`src/rtl/freq_pkg.sv`:
```
// Shared types and helpers for the gated frequency generator.
// Holds the default count width, the FSM state encoding and the clamp used on incoming N.
package freq_pkg;

  localparam int FREQ_CNT_W = 40;

  typedef enum logic [1:0] {
    IDLE = 2'd0,
    GATE = 2'd1,
    GAP  = 2'd2
  } state_t;

  function automatic logic [FREQ_CNT_W-1:0] clamp_n(
    input logic [FREQ_CNT_W-1:0] n,
    input logic [FREQ_CNT_W-1:0] lim
  );
    return (n > lim) ? lim : n;
  endfunction

endpackage

```
`src/rtl/freq_phase_acc.sv`:
```
// Bresenham phase accumulator: adds 2*N per step, wraps at GATE_CYCLES and raises
// a toggle strobe on each wrap so 2*N toggles land evenly across one window.
module freq_phase_acc #(
  parameter int          GATE_W      = 32,
  parameter int unsigned GATE_CYCLES = 50_000_000
) (
  input  logic              clk,
  input  logic              rst_n,
  input  logic              clear,
  input  logic              step,
  input  logic [GATE_W-1:0] n,
  output logic              toggle
);

  localparam logic [GATE_W:0] GC = (GATE_W+1)'(GATE_CYCLES);

  logic [GATE_W:0] acc;
  logic [GATE_W:0] sum;

  // acc < GC and 2*N <= GC, so sum never exceeds 2*GC and fits in GATE_W+1 bits
  assign sum    = acc + {n, 1'b0};
  assign toggle = step && (sum >= GC);

  always_ff @(posedge clk or negedge rst_n) begin
    if (!rst_n) begin
      acc <= '0;
    end else if (clear) begin
      acc <= '0;
    end else if (step) begin
      acc <= toggle ? (sum - GC) : sum;
    end
  end

endmodule

```
`src/rtl/freq_gen_gated.sv`:
```
// Gated stimulus generator: emits exactly N rising edges on signal_out per gate
// window, drives the matching period_out gate and reports edges emitted per window.
module freq_gen_gated
  import freq_pkg::*;
#(
  parameter int          CNT_W       = FREQ_CNT_W,
  parameter int          GATE_W      = 32,
  parameter int unsigned GATE_CYCLES = 50_000_000,
  parameter int unsigned GAP_CYCLES  = 16
) (
  input  logic             clk,
  input  logic             rst_n,
  input  logic             enable,
  input  logic [CNT_W-1:0] cfg_count,
  input  logic             cfg_valid,
  output logic             cfg_ready,
  output logic             cfg_err,
  output logic             period_out,
  output logic             signal_out,
  output logic [CNT_W-1:0] edges_last,
  output logic             window_done
);

  localparam logic [CNT_W-1:0] HALF = CNT_W'(GATE_CYCLES / 2);

  state_t            state, state_next;
  logic [GATE_W-1:0] cyc_cnt;
  logic              last_gate, last_gap, entry;
  logic              xfer, toggle;
  logic [CNT_W-1:0]  cfg_clamped;
  logic [GATE_W-1:0] n_shadow, n_active;
  logic [CNT_W-1:0]  edge_cnt;

  assign last_gate = (state == GATE) && (cyc_cnt == GATE_W'(GATE_CYCLES - 1));
  assign last_gap  = (state == GAP)  && (cyc_cnt == GATE_W'(GAP_CYCLES - 1));

  always_comb begin
    state_next = state;
    case (state)
      IDLE:    if (enable) state_next = GATE;
      GATE:    if (last_gate) state_next = GAP;
      GAP:     if (last_gap) state_next = enable ? GATE : IDLE;
      default: state_next = IDLE;
    endcase
  end

  assign entry = (state != GATE) && (state_next == GATE);

  always_ff @(posedge clk or negedge rst_n) begin
    if (!rst_n) begin
      state   <= IDLE;
      cyc_cnt <= '0;
    end else begin
      state <= state_next;
      if (state_next != state || state == IDLE) cyc_cnt <= '0;
      else                                      cyc_cnt <= cyc_cnt + 1'b1;
    end
  end

  // Handshake: a config word moves when cfg_valid && cfg_ready on a rising clk;
  // ready is held low for the whole window so active N cannot change mid-gate.
  assign cfg_ready   = (state != GATE);
  assign xfer        = cfg_valid && cfg_ready;
  assign cfg_clamped = CNT_W'(clamp_n(FREQ_CNT_W'(cfg_count), FREQ_CNT_W'(HALF)));

  always_ff @(posedge clk or negedge rst_n) begin
    if (!rst_n) begin
      n_shadow <= '0;
      n_active <= '0;
      cfg_err  <= 1'b0;
    end else begin
      cfg_err <= xfer && (cfg_count > HALF);
      if (xfer)  n_shadow <= GATE_W'(cfg_clamped);
      // A word arriving on the entry cycle is used by the window it opens
      if (entry) n_active <= xfer ? GATE_W'(cfg_clamped) : n_shadow;
    end
  end

  freq_phase_acc #(
    .GATE_W      (GATE_W),
    .GATE_CYCLES (GATE_CYCLES)
  ) u_phase_acc (
    .clk    (clk),
    .rst_n  (rst_n),
    .clear  (entry),
    .step   (state == GATE),
    .n      (n_active),
    .toggle (toggle)
  );

  // period_out is registered so it lines up with the registered toggle on signal_out
  always_ff @(posedge clk or negedge rst_n) begin
    if (!rst_n) begin
      period_out  <= 1'b0;
      signal_out  <= 1'b0;
      edge_cnt    <= '0;
      edges_last  <= '0;
      window_done <= 1'b0;
    end else begin
      period_out  <= (state == GATE);
      window_done <= last_gate;
      if (entry) begin
        signal_out <= 1'b0;
        edge_cnt   <= '0;
      end else if (toggle) begin
        signal_out <= ~signal_out;
        if (!signal_out) edge_cnt <= edge_cnt + 1'b1;
      end
      // The final toggle of a window is always a fall, so edge_cnt is complete here
      if (last_gate) edges_last <= edge_cnt;
    end
  end

endmodule

```
`config.mk`:
```
export PLATFORM = sky130hd
export DESIGN_NAME = freq_gen_gated
export DESIGN_NICKNAME = d
export VERILOG_FILES = /design/src/rtl/freq_pkg.sv /design/src/rtl/freq_phase_acc.sv /design/src/rtl/freq_gen_gated.sv
export SDC_FILE = /design/constraint.sdc
export NUM_CORES = 1
export LEC_CHECK = 0
export ABC_AREA = 1
export CAP_MARGIN = 5
export CORE_MARGIN = 1
export CORE_UTILIZATION = 30
export DETAILED_ROUTE_END_ITERATION = 16
export DONT_BUFFER_PORTS = 1
export PLACE_DENSITY = 0.41
export SLEW_MARGIN = 20
export SYNTH_ARGS = -nofsm -noshare
export SYNTH_HDL_FRONTEND = slang
export SYNTH_SLANG_ARGS = --single-unit
```
`constraint.sdc`:
```
create_clock -name clk -period 9.1 [get_ports clk]
set_clock_uncertainty 0.1 [all_clocks]
set_input_delay 0.455 -clock clk [delete_from_list [all_inputs] [get_ports clk]]
set_output_delay 0.455 -clock clk [all_outputs]
set_load 0.01 [all_outputs]
```
==> results.yml <==
clock_tree:
  cts-root-buf: "clkbuf_16"
  clock_sinks: 214
  path_clk_slew_ns: 0.06
  cts_tree: "yes"
  cts-htree-levels: 1
  numCtsBuffers: 26
  clock_path_buffers: 3
  clkLatencyLatePin_ns: 0.53
  cts.repair.resized: 0
grt:
  grt_pass1_wl_mm: 64.9
  grt_pass1_vias: 11700
  grt_use_total_pct: 18.2
  grt_overflow: 0
  antenna_found_initial: 0
  grt_max_degree: 215
synthesis:
  yosys_warnings: 0
  yosysUniqueCellTypes: 47
  yosysTopAreaCell: "dfrtp_1"
  ys.flop_type: "dfrtp_1"
  synth_edf_count: 0
  syn_area_mm2: 0.0133
  synth.area.top_cells: "dfrtp_1 40%, nand2_1 17%, inv_1 7.3%"
  syn_nets: 1944
  ys_seq_area_share_pct: 40.3
  ys_top_cells_by_count: "613 x nand2_1, 257 x inv_1, 214 x dfrtp_1, 160 x nor2_1, 114 x nand3_1"
  avgSynthCellArea_um2: 7.13
  synth_seq_cells: 214
  synth.most_common_cell: "nand2_1"
  synth-async-reset-ratio_pct: 100
  syn_inst: 1865
  synth_top_area_share_pct: 40.3
die:
  pin_count: 89
  rows: 76
  die_area_mm2: 0.0451
  die_h_um: 212
  start_util_pct: 30.6
  die_x_um: 212
  core_region_area_mm2: 0.0434
power_and_ir_drop:
  power_frac_seq_pct: 46.3
  p_leak_uw: 0.00743
  clkPwrFrac_pct: 52.4
  p_int_uw: 1620
  p_sw_share_pct: 21.0
  power.density_mw_per_mm2: 138
  combPwrFrac_pct: 1.3
  p_sw_uw: 432
  peakVddDrop_uv: 133
placed_design:
  portBuffers: 0
  hpwl_mm: 30.1
  dp_cells: 2415
  place_congestion: 0.919
min_path:
  min_path_type: "input pin to flip-flop"
  whs_path_depth: 2
drt:
  highest_layer: "met4"
  drt_iter0_drc: 674
  drc: 0
  post_drt_wl_per_cell_um: 16.1
  dr.pass1.iters: 5
  route.met3.wl_mm: 1.53
  wirelength_mm: 39.7
  wirelength_met1_mm: 19.5
  num_vias: 11500
  dr_wl_met2_mm: 18.2
  postRouteAntennaNets: 0
  vias_per_cell: 4.68
critical_path:
  startpoint_type: "flip-flop"
  cp-end-kind: "flip-flop"
  cp_max_fo: 46
  crit_type: "flip-flop to flip-flop"
  ff2ff_path_depth: 19
  crit_arrival_ns: 4.74
  r2r_slack_ns: 4.70
  crit_required_ns: 9.44
cells_and_area:
  regArea_mm2: 0.00536
  final_core_util_pct: 34.3
  finalNonFillerCells: 2468
  antennaDiodeCount: 0
  nets: 1944
  area_growth_pct: 11.9
  multi_input_area_mm2: 0.00674
  drive_gt1_share_pct: 7.12
  n_fill_cell: 4784
timing:
  hold_ws_ns: 0.0325
  fin_crit_ns: 4.40
  grt_setup_unrepaired: "false"
  setup_viol: 0
  maxSlewViolCount: 0
  max_slew.worst_pin.slew_ns: 0.870
  period_share_pct: 48.4
  hold_viol_final: 0
  maxSlewHeadroom_pct: 41.9
  max_freq_ghz: 0.227
  tns_ns: 0
flow_run:
  drv_cap: 0
outcome:
  outcome: "finished clean"
-- layer usage --
layer / global-route usage [%] / vias up
li1: - / 5965
met1: 25.2 / 5412
met2: 29.9 / 139
met3: 3.01 / 30
met4: 3.50 / 0
met5: 0 / -
-- final cells by class --
| cell class | instances | area share [%] |
|---|---|---|
| Multi-Input combinational cell | 1345 | 45.3 |
| Timing Repair Buffer | 14 | 1.06 |
| Tap cell | 585 | 4.92 |
| Clock inverter | 9 | 0.850 |
| Sequential cell | 214 | 36.0 |
| Clock buffer | 37 | 5.13 |
| Inverter | 264 | 6.68 |
-- cell families after synthesis --
group / Yosys count / share of synthesized area, %
buf+inv: 306 / 9.24
fa+ha+maj: 35 / 3.35
simple gates: 1052 / 34.1
flops: 214 / 40.3
compound gates: 197 / 8.98
xor+xnor: 61 / 4.02
-- sequential cells by signal, summed over array words and instances, names as in the netlist --
register	cells
signal_out	1
state	2
edges_last	40
cyc_cnt	32
n_active	32
window_done	1
cfg_err	1
u_phase_acc.acc	32
edge_cnt	40
period_out	1
n_shadow	32
-- stage by stage --
| step | total power (uW) | setup slack, ns | instance area, um2 |
|---|---|---|---|
| floorplan | 972 | 5.93 | 13300 |
| global placement | 972 | 4.75 | 13900 |
| detailed placement | 972 | 4.68 | 13900 |
| CTS | 2090 | 4.66 | 14800 |
| global route | 2130 | 4.25 | 14900 |
| finish | 2050 | 4.70 | 14900 |
-- final timing paths --
kind | from | endpoint
setup / recovery | n_active[0]$_DFFE_PN0P_ | edge_cnt[10]$_DFFE_PN0P_
hold / removal | cfg_count[1] | n_shadow[1]$_DFF_PN0_
setup reg to reg | n_active[0]$_DFFE_PN0P_ | edge_cnt[10]$_DFFE_PN0P_
hold reg to reg | cyc_cnt[0]$_DFF_PN0_ | cyc_cnt[0]$_DFF_PN0_
max in group asynchronous | rst_n | u_phase_acc.acc[5]$_DFFE_PN0P_
min in group asynchronous | rst_n | edges_last[33]$_DFFE_PN0P_
-- worst max-delay path, stage by stage (launching register included) --
cell and delay [ns]:
dfrtp_1 0.39, ha_1 0.25, fa_1 0.44, nand2_1 0.09
nand3_1 0.15, xor2_1 0.23, inv_1 0.14, ha_1 0.20
inv_1 0.05, nor2_1 0.13, nand3_1 0.11, nand2_1 0.07
inv_1 0.05, nand2_1 0.05, nand2_1 0.12, nand3_1 0.16
nand4_4 0.55, nand3_4 0.29, nand2_4 0.40, o21ai_2 0.28
-- power by group through the flow --
stage	Combinational (uW)	Sequential (uW)	Clock, uW
6_report	26.7	952	1080
4_1_cts	27.1	952	1120
3_5_place_dp	3.26	969	0
5_1_grt	31.7	951	1150
3_3_place_gp	3.17	969	0
2_1_floorplan	2.55	969	0
-- cell usage in the layout (no fill, tap or decap), types with 10 or more instances in the layout --
cell,n
a21oi_1,56
a31oi_1,15
clkbuf_16,27
dfrtp_1,214
ha_1,34
inv_1,257
nand2_1,612
nand2_2,10
nand3_1,114
nand4_1,34
nor2_1,158
nor2_2,12
nor3_1,49
nor4_1,28
o21ai_0,63
o21ai_2,41
xor2_1,56
-- timing repair --
action,CTS,global route
hold buffers,6,0
hold endpoints to repair,221,0
buffers inserted,0,0
(Power assumes the default switching activity.)
